===== src/rtl/bus_change_capture.sv =====
// Watches a registered bus and queues each change as {new value, idle-cycle delta}
// in a small first-word-fall-through FIFO drained over a valid/ready handshake.
module bus_change_capture #(
    parameter int WIDTH = 10,
    parameter int DEPTH = 4,
    parameter int CNT_W = 8,
    localparam int AW = $clog2(DEPTH),
    localparam int LW = $clog2(DEPTH + 1)
) (
    input  logic             clk,
    input  logic             rst,
    input  logic [WIDTH-1:0] inBus,
    input  logic             clrOvf,
    input  logic             outReady,
    output logic             outValid,
    output logic [WIDTH-1:0] outData,
    output logic [CNT_W-1:0] outDelta,
    output logic [LW-1:0]    level,
    output logic             overflow
);

    logic [WIDTH-1:0] dmem [DEPTH];
    logic [CNT_W-1:0] cmem [DEPTH];
    logic [WIDTH-1:0] prev;
    logic [CNT_W-1:0] cnt;
    logic [AW-1:0]    wptr;
    logic [AW-1:0]    rptr;
    logic             change;
    logic             full;
    logic             push;
    logic             pop;
    logic             drop;

    // A pop in the same cycle frees the slot a push into a full FIFO needs.
    always_comb begin
        change   = (inBus != prev);
        full     = (level == LW'(DEPTH));
        outValid = (level != '0);
        pop      = outValid && outReady;
        push     = change && (!full || pop);
        drop     = change && full && !pop;
        outData  = dmem[rptr];
        outDelta = cmem[rptr];
    end

    always_ff @(posedge clk or posedge rst) begin
        if (rst) begin
            prev <= '0;
            cnt  <= '0;
        end else begin
            prev <= inBus;
            if (change) begin
                cnt <= '0;
            end else if (cnt != {CNT_W{1'b1}}) begin
                cnt <= cnt + CNT_W'(1);
            end
        end
    end

    always_ff @(posedge clk or posedge rst) begin
        if (rst) begin
            for (int i = 0; i < DEPTH; i++) begin
                dmem[i] <= '0;
                cmem[i] <= '0;
            end
            wptr <= '0;
            rptr <= '0;
        end else begin
            if (push) begin
                dmem[wptr] <= inBus;
                cmem[wptr] <= cnt;
                wptr       <= wptr + AW'(1);
            end
            if (pop) begin
                rptr <= rptr + AW'(1);
            end
        end
    end

    always_ff @(posedge clk or posedge rst) begin
        if (rst) begin
            level <= '0;
        end else begin
            case ({push, pop})
                2'b10:   level <= level + LW'(1);
                2'b01:   level <= level - LW'(1);
                default: level <= level;
            endcase
        end
    end

    // Set beats clear when a drop and clrOvf coincide.
    always_ff @(posedge clk or posedge rst) begin
        if (rst) begin
            overflow <= 1'b0;
        end else if (drop) begin
            overflow <= 1'b1;
        end else if (clrOvf) begin
            overflow <= 1'b0;
        end
    end

endmodule


===== config.mk =====
export PLATFORM = sky130hd
export DESIGN_NAME = bus_change_capture
export DESIGN_NICKNAME = d
export VERILOG_FILES = /design/src/rtl/bus_change_capture.sv
export SDC_FILE = /design/constraint.sdc
export NUM_CORES = 1
export LEC_CHECK = 0
export CAP_MARGIN = 15
export CORE_MARGIN = 2
export CORE_UTILIZATION = 55
export DETAILED_ROUTE_END_ITERATION = 10
export HOLD_SLACK_MARGIN = 0.15
export PLACE_DENSITY = 0.78
export SYNTH_ARGS = -nofsm -noshare
export SYNTH_HDL_FRONTEND = slang
export SYNTH_SLANG_ARGS = --single-unit

===== constraint.sdc =====
create_clock -name clk -period 3.8 [get_ports clk]
set_clock_uncertainty 0.2 [all_clocks]
set_input_delay 0.57 -clock clk [delete_from_list [all_inputs] [get_ports clk]]
set_output_delay 0.57 -clock clk [all_outputs]
set_load 0.05 [all_outputs]

# Word level (Yosys, flattened, before mapping)
# Cells that the tools add are included.
# word_totals
input_bits	14
output_inout_bits	23
elab_cells	58
reg_bits	98
# classes
n_eq_ne	5
n_addsub	5
order_cmp	3
mux	17
n_reduce_logical	12
bitwise	2
# op_table
operator	count
$bwmux W40	1
$mux W8	5
$bwmux W32	1
$mux W10	3
$bmux W10 S2	1
$demux W10 S2	1
$bmux W8 S2	1
$demux W8 S2	1
$ne A10 B10 Y1	1
$add A8 B1 Y8 const B	1
$ne A8 B8 Y1 const B	1
$ge A3 B3 Y1 const B	2
$not A2 Y3	2
$pmux W3 S2	1
$reduce_bool A2 Y1	3
$logic_and A1 B1 Y1	5
$add A2 B1 Y2 const B	2
$add A3 B1 Y3 const B	1
$eq A3 B3 Y1 const B	1
$lt A3 B1 Y1 const B	1
$reduce_bool A3 Y1	1
$sub A3 B1 Y3 const B	1
$eq A2 B1 Y1 const B	1
$eq A2 B2 Y1 const B	1
3 further kinds	5

# Depth between registers and ports, before layout
# depth
word_depth	6
depth_mapped	10

# Worst setup path after synthesis
# Ideal clock, no wire load.
# synth_path
kind	in2reg
start	in inBus[7]
end	reg level[2]
cell_stages	10
path_buffers	0
arrival_ns	2.635
setup_slack_ns	0.883
path_cell_list	xor2_1 nor4_4 a31oi_1 inv_1 ha_1 inv_1 fa_1 xor2_1 nor2_1 xor2_1
# synth_between
elab_chain_cells	4
word_cells_on_any_way	6
classes_between	eq/ne (3); mux (1); reduce/logical (2)
# synth_rtl
element	line	rtl
from (decl)	12	input logic [WIDTH-1:0] inBus,
$ne A10 B10 Y1 (*)	36	change = (inBus != prev);
$logic_and A1 B1 Y1 (*)	40	push = change && (!full || pop);
$eq A2 B1 Y1 / $eq A2 B2 Y1 (equally long branches)	84	case ({push, pop})
$pmux W3 S2 / $reduce_bool A2 Y1 (equally long branches)	n/a	
to (signal assigned)	85	2'b10: level <= level + LW'(1);
to (signal assigned)	86	2'b01: level <= level - LW'(1);
to (signal assigned)	87	default: level <= level;
to (decl)	18	output logic [LW-1:0] level,
# Every way passes the cells marked *; elsewhere a longest branch is shown, timed or not.
# A chain may end at the register's enable or synchronous reset.

# Final worst setup path
# layout_path
start	reg rptr[0]
end	out outData[0]
# layout_between
elab_chain_cells	4
# layout_rtl
element	line	rtl
from (decl)	27	logic [AW-1:0] rptr;
from (signal assigned)	75	rptr <= rptr + AW'(1);
$not A2 Y3 (not written as such)	42	outData = dmem[rptr];
$bmux W10 S2	42	
$mux W10 (not written as such) (2 in a row)	42	
to (decl)	16	output logic [WIDTH-1:0] outData,
# Every way passes these cells. The select of a mux whose other input is x is not followed.

==> impl_metrics.ini <==
[power_and_ir_drop]
leakage_nw = 2.32
powerDensity_nw_per_um2 = 805
power_mw = 4.28
p_int_mw = 2.59
combPwrFrac_pct = 49.2
p_sw_mw = 1.70
swShare_pct = 39.6
clkPwrFrac_pct = 15.6
ir_worst_vdd_mv = 0.624
seqPwrFrac_pct = 35.2

[critical_path]
endpoint_kind = output port
critical_path_class = flip-flop to output port
crit_end = outData[0]
reg2reg_from = level[0]
required_ns = 3.03
start_kind = flip-flop
worstPathArrival_ns = 2.55
ff2ff_path_depth = 9
rrSetupSlack_ns = 1.20
cp-startpoint = rptr[0]
rr_endpoint = level[2]
cp_max_fo = 14

[die]
die_area_sq_um = 9040
fp.dieH_um = 95.1
num_rows = 33
core_sq_um = 8130
start_util_pct = 56.1
pin_count = 37
die_w_um = 95.1

[logic_synthesis]
synth_warnings = 0
ys_seq_area_share_pct = 53.8
yosysTopAreaCellShare_pct = 53.8
synth-edff-count = 0
yosys-top-cells-count = 98 x dfrtp_1, 40 x mux2_4, 33 x mux2_2
mappedNetlistArea_sq_um = 4560
netlist_instances = 283
syn_nets = 304
post-synth-top-count-cell = dfrtp_1
synthFlopType = dfrtp_1
synth_area_leaders = dfrtp_1 54%, mux2_4 13%, mux4_2 8.9%
synth_cell_types = 31
synth.avg_cell_area_sq_um = 16.1
ys_ff_latch = 98
synth_top_area_cell = dfrtp_1
synthArstFlopShare_pct = 100

[clock_tree]
cts_resized = 0
clock_latency_ns = 0.37
cts_tree = done
cts_buffers = 9
path_clk_slew_ns = 0.11
cts_root_buf = clkbuf_8
postCtsSetupBuffers = 0
cts_max_level = 3
cts_hold_buf = 0
clk_path_buf_depth = 2
cts.sinks = 98

[route]
ant_nets = 0
num_vias = 2428
drc = 0
drtIter0Drc = 54
drt-pass1-iter-count = 4
routed_wl_mm = 8.01
via_per_inst = 5.52
post_drt_wl_per_cell_um = 18.2

[grt]
grt_util_all_layers_pct = 20.1
grt-ovfl-total = 0
grt_start_max_net_pins = 58
grt_pass1_wl_mm = 13.4
first_global_vias = 2619
antenna_found_initial = 0

[timing]
tightestPinTransition_ns = 0.753
relSlewSlack_pct = 49.7
slew_viol_final = 0
max_freq_mhz = 302
fin_crit_ns = 3.32
finalHoldViolCount = 0
setup_tns_ns = 0
finalCritPeriodShare_pct = 87.3
finalSetupViolations = 0
rsz0062_at_grt = no

[finish]
antenna_cells = 0
drive_gt1_share_pct = 37.9
area_growth_pct = 16.7
final_nets = 351

[outcome]
status = finished, final reports clean

[hold_path]
hp-class = flip-flop to flip-flop

[placed_design]
numPortBuffers = 36
dp_hpwl_mm = 5.26
gp_congestion = 0.726

[run]
cap_violations = 0
## flip-flops by register name, indices dropped and copies added (netlist names)
signal	cells
level	3
overflow	1
cmem	32
cnt	8
prev	10
wptr	2
rptr	2
dmem	40
## cell type report
type                       instances  area [sq um]
tap                              105           131
timing repair buffer              46           498
fill                             595          2810
inverter                           8          31.3
sequential                        98          2450
clock inverter                     7          73.8
clock buffer                       9           124
multi-input combinational        167          2010
## worst max-delay path, stage by stage (launching register included)
cell             delay [ns]
dfrtp_1                0.67
buf_12                 0.24
mux4_2                 0.54
clkdlybuf4s50_1        0.72
## per-stage QoR
stage | util (%) | setup slack [ns] | instance area (sq um) | instances | hold WS, ns
3_5_place_dp | 63.0 | 0.494 | 5120 | 424 | 0.290
6_report | 65.4 | 0.484 | 5320 | 440 | 0.313
3_3_place_gp | 63.0 | 0.601 | 5120 | 424 | 0.284
5_1_grt | 65.4 | 0.343 | 5320 | 440 | 0.329
4_1_cts | 65.4 | 0.427 | 5320 | 440 | 0.317
2_1_floorplan | - | 0.468 | 4560 | 283 | 0.275
## kinds of logic after synthesis
kind of cell               share of synthesized area [%]
xor gates and xnor gates                            3.65
and+or+nand+nor                                     4.69
muxes                                               30.9
adders and majority gates                           2.09
DFF                                                 53.8
buffers and inverters                               2.14
AOI/OAI and AO/OA                                   2.80
## layout by cell type, fill, tap and decap left out, drive strengths merged
| master | instances |
|---|---|
| dfrtp | 98 |
| mux2 | 73 |
| clkdlybuf4s50 | 36 |
| mux4 | 18 |
| xor2 | 16 |
| inv | 13 |
| nor2 | 12 |
| buf | 10 |
| clkbuf | 9 |
| nand2 | 7 |
| ha | 6 |
| a31oi | 5 |
| nand3 | 4 |
| mux2i | 3 |
| o21ai | 3 |
| xnor2 | 3 |
| nor4 | 2 |
| or4b | 2 |
| or3 | 2 |
| and2 | 2 |
| clkinv | 2 |
| nand4 | 1 |
| nor3 | 1 |
| and3 | 1 |
| a21oi | 1 |
| o211ai | 1 |
| nor4b | 1 |
| a22o | 1 |
| nor2b | 1 |
| fa | 1 |
## routing by layer
metal,global-route usage (%),share of wire (%)
met4,3.99,0.56
met1,27.0,46
met3,5.53,3.0
met2,33.3,51
met5,0,0
## how the worst min path moves through the flow
stage / start / to / cells past startpoint
after CTS: dmem[16] / dmem[16] / 1
after global placement: dmem[12] / dmem[12] / 1
after floorplan: dmem[11] / dmem[11] / 1
final: dmem[15] / dmem[15] / 1
after global routing: dmem[4] / dmem[4] / 1
after detailed placement: dmem[10] / dmem[10] / 1
## power by group through the flow
| stage | logic, mW | registers [mW] | clock network (mW) |
|---|---|---|---|
| finish | 2.11 | 1.51 | 0.668 |
| global route | 2.24 | 1.54 | 0.736 |
| CTS | 2.14 | 1.51 | 0.690 |
| detailed placement | 2.13 | 1.53 | 0 |
| global placement | 2.10 | 1.51 | 0 |
| floorplan | 1.54 | 1.51 | 0 |
No activity file was read; power rests on OpenSTA's default activity.
